<file path="config.mk">
export PLATFORM = sky130hd
export DESIGN_NAME = if_id_queue
export DESIGN_NICKNAME = d
export VERILOG_FILES = /design/src/rtl/if_id_queue.sv
export SDC_FILE = /design/constraint.sdc
export NUM_CORES = 1
export LEC_CHECK = 0
export ABC_AREA = 0
export CAP_MARGIN = 10
export CORE_UTILIZATION = 43
export DETAILED_ROUTE_END_ITERATION = 8
export MAX_ROUTING_LAYER = met4
export PLACE_DENSITY = 0.68
export SLEW_MARGIN = 20
export SYNTH_ARGS = -nofsm -noshare
export SYNTH_HDL_FRONTEND = slang
export SYNTH_SLANG_ARGS = --single-unit
export TNS_END_PERCENT = 50
</file>
<file path="constraint.sdc">
create_clock -name clk -period 4 [get_ports clk]
set_input_delay 0.8 -clock clk [delete_from_list [all_inputs] [get_ports clk]]
set_output_delay 0.8 -clock clk [all_outputs]
set_load 0.05 [all_outputs]
</file>
<file path="src/rtl/if_id_queue.sv">
// ============================================================================
//  Module   : if_id_queue
//  Purpose  : In-order packet queue between IF and ID. It absorbs ID stalls,
//             and a flush drops its whole contents. The IF_ID_QUEUE_BYPASS_EN
//             macro forwards input straight to the output when the queue is
//             empty.
//  Revision : 1.0
// ============================================================================
`default_nettype none

module if_id_queue #(
  parameter int DEPTH  = 4,
  parameter int DATA_W = 66,
  parameter int EXC_W  = 4,
  parameter int PTR_W  = 2,
  parameter int CNT_W  = 3
) (
  input  logic              clk,
  input  logic              rst,
  input  logic              in_valid,
  input  logic [DATA_W-1:0] in_data,
  input  logic [EXC_W-1:0]  in_except,
  output logic              in_allowin,
  output logic              out_valid,
  output logic [DATA_W-1:0] out_data,
  output logic [EXC_W-1:0]  out_except,
  input  logic              out_allowin,
  input  logic              flush,
  output logic [CNT_W-1:0]  count
);

  localparam logic [CNT_W-1:0] c_DEPTH = CNT_W'(DEPTH);

  logic [DATA_W-1:0] r_data [DEPTH];
  logic [EXC_W-1:0]  r_exc  [DEPTH];
  logic [PTR_W-1:0]  r_wr_ptr;
  logic [PTR_W-1:0]  r_rd_ptr;
  logic [CNT_W-1:0]  r_cnt;

  logic w_nonempty;
  logic w_bypass;
  logic w_bypass_take;
  logic w_push;
  logic w_pop;

  assign w_nonempty = (r_cnt != '0);

`ifdef IF_ID_QUEUE_BYPASS_EN
  assign w_bypass = ~w_nonempty & in_valid & ~flush;
`else
  assign w_bypass = 1'b0;
`endif

  // A bypassed packet that ID accepts immediately never touches storage.
  assign w_bypass_take = w_bypass & out_allowin;

  // in_allowin depends only on registered occupancy, never on out_allowin.
  assign in_allowin = (r_cnt != c_DEPTH);
  assign out_valid  = (w_nonempty & ~flush) | w_bypass;
  assign out_data   = w_bypass ? in_data   : r_data[r_rd_ptr];
  assign out_except = w_bypass ? in_except : r_exc[r_rd_ptr];
  assign count      = r_cnt;

  assign w_push = in_valid & in_allowin & ~flush & ~w_bypass_take;
  assign w_pop  = w_nonempty & ~flush & out_allowin;

  always_ff @(posedge clk) begin
    if (rst) begin
      r_wr_ptr <= '0;
      r_rd_ptr <= '0;
      r_cnt    <= '0;
      for (int i = 0; i < DEPTH; i++) begin
        r_data[i] <= '0;
        r_exc[i]  <= '0;
      end
    end else if (flush) begin
      r_wr_ptr <= '0;
      r_rd_ptr <= '0;
      r_cnt    <= '0;
    end else begin
      if (w_push) begin
        r_data[r_wr_ptr] <= in_data;
        r_exc[r_wr_ptr]  <= in_except;
        r_wr_ptr         <= r_wr_ptr + 1'b1;
      end
      if (w_pop) begin
        r_rd_ptr <= r_rd_ptr + 1'b1;
      end
      r_cnt <= r_cnt + CNT_W'(w_push) - CNT_W'(w_pop);
    end
  end

endmodule

`default_nettype wire

</file>
Yosys cells after proc, flatten, opt, wreduce, memory -nomap -nowiden
Memory sizes are Yosys's and may differ from the RTL's. A register that Yosys moved wholly into a read port is not among the register bits.
Cells that the tools add are included.
{"block": "totals", "reg_bits": 7, "ramBits": 280, "input_bits": 75, "out_inout_bits": 75, "word_cells": 35, "memories": 2}
{"block": "op_classes", "addsub": 4, "n_eq_ne": 1, "muxes": 16, "n_bitwise": 5, "reduce_logical": 4}
{"memory": "r_data", "depth": 4, "word_bits": 66, "rd": 1, "rd_clocked_by_memory_dff": 1, "write_ports": 4, "line": "34", "rtl": "logic [DATA_W-1:0] r_data [DEPTH];"}
{"memory": "r_exc", "depth": 4, "word_bits": 4, "rd": 1, "rd_clocked_by_memory_dff": 1, "write_ports": 4, "line": "35", "rtl": "logic [EXC_W-1:0] r_exc [DEPTH];"}
{"cell": "66-bit two-way mux", "n": 1}
{"cell": "66-bit OR reduction", "n": 1}
{"cell": "2-bit two-way mux", "n": 6}
{"cell": "1-bit two-way mux", "n": 8}
{"cell": "2-bit by 1-bit adder with 2-bit output, second input constant", "n": 2}
{"cell": "1-bit bitwise AND", "n": 4}
{"cell": "4-bit two-way mux", "n": 1}
{"cell": "4-bit OR reduction", "n": 1}
{"cell": "3-bit by 1-bit adder with 3-bit output", "n": 1}
{"cell": "3-bit inequality test, second input constant", "n": 1}
{"cell": "3-bit nonzero test", "n": 1}
{"cell": "3-bit by 1-bit subtractor with 3-bit output", "n": 1}
{"cell": "2-bit OR reduction", "n": 1}
{"cell": "1-bit inverter", "n": 1}

Depth between registers and ports, before layout
{"block": "logic_depth", "depth_word": 9, "ltp_mapped": 12, "mapped_depth_nobuf": 11}

Worst setup path before layout
No wires, ideal clock.
{"block": "synth_timing", "kind": "register to register", "start": "reg r_cnt[1] (netlist: count[1])", "end": "mem r_data[3][0] (enable)", "setup_ns": 0.427, "arrival_time_ns": 2.985, "t_required_ns": 3.573, "setup_slack_ns": 0.588, "stages_incl_launch_ff": 5, "path_buffers": 0, "synth_period_minus_slack_ns": 3.412, "path_cell_list": "dfxtp_1 nor3b_2 inv_1 and3_1 a21o_1"}
{"item": "from (decl)", "line": "38", "rtl": "logic [CNT_W-1:0] r_cnt;"}
{"item": "from (signal assigned)", "line": "89", "rtl": "r_cnt <= r_cnt + CNT_W'(w_push) - CNT_W'(w_pop);"}
{"item": "to (decl)", "line": "34"}

==> impl_metrics.tcl <==
set metrics [dict create \
    status "finished, final reports clean" \
    yosys.area_share.simple 0.1499 \
    hold_start "r_rd_ptr[1]" \
    hold_class "reg -> reg" \
    clock-skew-final_ns 0.01167 \
    clock_latency_ns 0.54 \
    cts_setup_buffers 0 \
    p_leak_nw 6.127 \
    r2r_start "count[1]" \
    firstDrtPassIters 4 \
    synth_compound_area_frac 0.004773 \
    fp.dieH_um 173.1 \
    drive_above_1_share 0.1552 \
    slew_headroom 0.3970 \
    grt_pass1_vias 7293 \
    max-vdd-ir-drop_v 0.0003134 \
    maxCapViolCount 0 \
    start_util 0.4372 \
    root_buffer "clkbuf_16" \
    antenna_found_initial 3 \
    ys_seq_elements 289 \
    layout_common_cells "edfxtp_1, and3_1, clkdlybuf4s50_1, and2_1, mux4_2" \
    slew_viol_final 0 \
    place_inst 1233 \
    yosys.area_share.xor_xnor 0.002784 \
    final_common_cell "edfxtp_1" \
    syn_area_per_cell_um2 16.73 \
    syn_area_mm2 0.01258 \
    fin_nets 959 \
    ys_warn_count 0 \
    gp_congestion 0.7312 \
    crit_path_max_fanout 67 \
    worstMarginPinSlew_ns 0.9027 \
    cts.sinks 289 \
    final-instance-count-excl-fill 1289 \
    drc 0 \
    hold_viol_final 0 \
    period_needed_ns 3.616 \
    first_iter_violations 509 \
    fp-row-count 62 \
    hpwl_mm 14.67 \
    worstReg2RegEnd "count[2]" \
    cp.required_ns 3.20 \
    fmax_ghz 0.2766 \
    setup-tns-final_ns 0 \
    clockBufferDepth 3 \
    ctsResizeCount 0 \
    grt_max_degree 97 \
    synth.distinct_cells 27 \
    die_w_um 173.1 \
    rsz0062_at_grt "false" \
    crit_arrival_ns 2.82 \
    synthMuxAreaShare 0.1253 \
    setup.worst_path.end_class "output port" \
    tritoncts "yes" \
    ios 150 \
    whs_path_depth 2 \
    vias_per_cell 5.389 \
    wl_mm 26.54 \
    syn_to_final_growth_pct 22.49 \
    powerDensity_mw_per_mm2 438.1 \
    start_kind "flop" \
    synthCells 752 \
    cts-hold-fix-buffers 0 \
    setup_violations 0 \
    io_buffers 149 \
    synth_fa_ha_area_frac 0.003580 \
    cts_made_buffers 30 \
    postRouteAntennaNets 0 \
    r2r_slack_ns 1.45 \
    synth.net_count 830 \
    clk_pin_slew_ns 0.06 \
    post-route-period-util 0.9039 \
    core_mm2 0.02878 \
    route.vias.total 6947 \
    grt_usage 0.1884 \
    grt_remaining_overflow 0 \
    synth_top_family_by_area "simple AND/OR/NAND/NOR gates" \
    htreeDepth 1 \
    worst-setup-path-type "reg -> out" \
    reg2regPathDepth 11 \
    wl_per_cell_um 20.59 \
    grt_pass1_wl_mm 42.17 \
    yosysSeqAreaShare 0.6826 \
    dieArea_mm2 0.02995 \
]
cell families after synthesis:
family	count (synthesis)
XOR/XNOR	4
flip-flops	289
AO/OA/AOI/OAI	8
AND/OR/NAND/NOR	302
adder cells (fa/ha/maj)	3
multiplexers	70
buffers and inverters	76
flip-flops by register name (all words and copies together), names as in the netlist, named ones only:
signal,count
r_data,264
r_exc,16
r_rd_ptr,2
count,3
r_wr_ptr,2
worst max-delay path by stage:
| stage | slack [ns] | end | cells after the start |
|---|---|---|---|
| floorplan | 0.59 | r_data[3][0] | 4 |
| global placement | 0.56 | count[2] | 12 |
| detailed placement | 0.50 | count[2] | 12 |
| CTS | 0.32 | out_data[6] | 3 |
| global route | 0.25 | out_data[6] | 3 |
| finish | 0.38 | out_except[3] | 3 |
per-stage QoR:
stage / setup WS, ns / utilization / cell area (µm²) / hold WS, ns / power, mW
global route: 0.2518 / 0.5355 / 15410 / 0.5977 / 6.979
global placement: 0.5634 / 0.5036 / 14490 / 0.5401 / 4.234
finish: 0.3844 / 0.5355 / 15410 / 0.5623 / 6.752
detailed placement: 0.4957 / 0.5036 / 14490 / 0.5506 / 4.245
floorplan: 0.5884 / - / 12580 / 0.4643 / 3.956
CTS: 0.3165 / 0.5353 / 15400 / 0.5635 / 6.824
Yosys cell counts:
cell type	number	share of area
edfxtp_1	280	0.67
and3_1	211	0.10
and2_1	72	0.036
mux4_2	70	0.13
clkbuf_1	42	0.013
buf_6	11	0.0098
clkbuf_2	10	0.0040
buf_2	9	0.0036
dfxtp_1	9	0.014
nor2_1	5	0.0015
nor3_1	5	0.0020
a21o_1	4	0.0024
inv_1	4	0.0012
nor2b_1	3	0.0015
ha_1	2	0.0020
nand2_1	2	0.00060
xnor2_1	2	0.0014
xor2_1	2	0.0014
fa_1	1	0.0016
nand2b_4	1	0.0011
nand4b_1	1	0.00070
nor3_2	1	0.00080
nor3b_2	1	0.00099
o21ai_0	1	0.00040
o2bb2ai_1	1	0.00070
o311ai_0	1	0.00070
o31ai_1	1	0.00060
cell type report:
type                    count  area (µm²)
fillers                  2298       13370
flip-flops and latches    289        8596
multi-input cells         387        3661
repair buffers            169        1742
clock buffers              45       878.3
well taps                 384       480.5
clock inverters             8       32.53
inverters                   4       15.01
diodes                      3       7.507
power by group:
part / internal, mW / switching, mW
combinational: 0.265 / 0.419
sequential: 3.45 / 0.0343
clock: 1.50 / 1.08
layer usage:
| layer | vias up | GRT usage | share of wire |
|---|---|---|---|
| li1 | 3207 | - | - |
| met1 | 3508 | 0.2403 | 0.41 |
| met2 | 191 | 0.3137 | 0.52 |
| met3 | 41 | 0.02924 | 0.051 |
| met4 | 0 | 0.05310 | 0.022 |
| met5 | - | - | 0 |
worst max-delay path, cell delays in order (launching register included):
cell and delay, ns:
dfxtp_4 0.40, buf_12 0.47, mux4_2 0.57, clkdlybuf4s50_1 0.76
(Power assumes the default switching activity.)
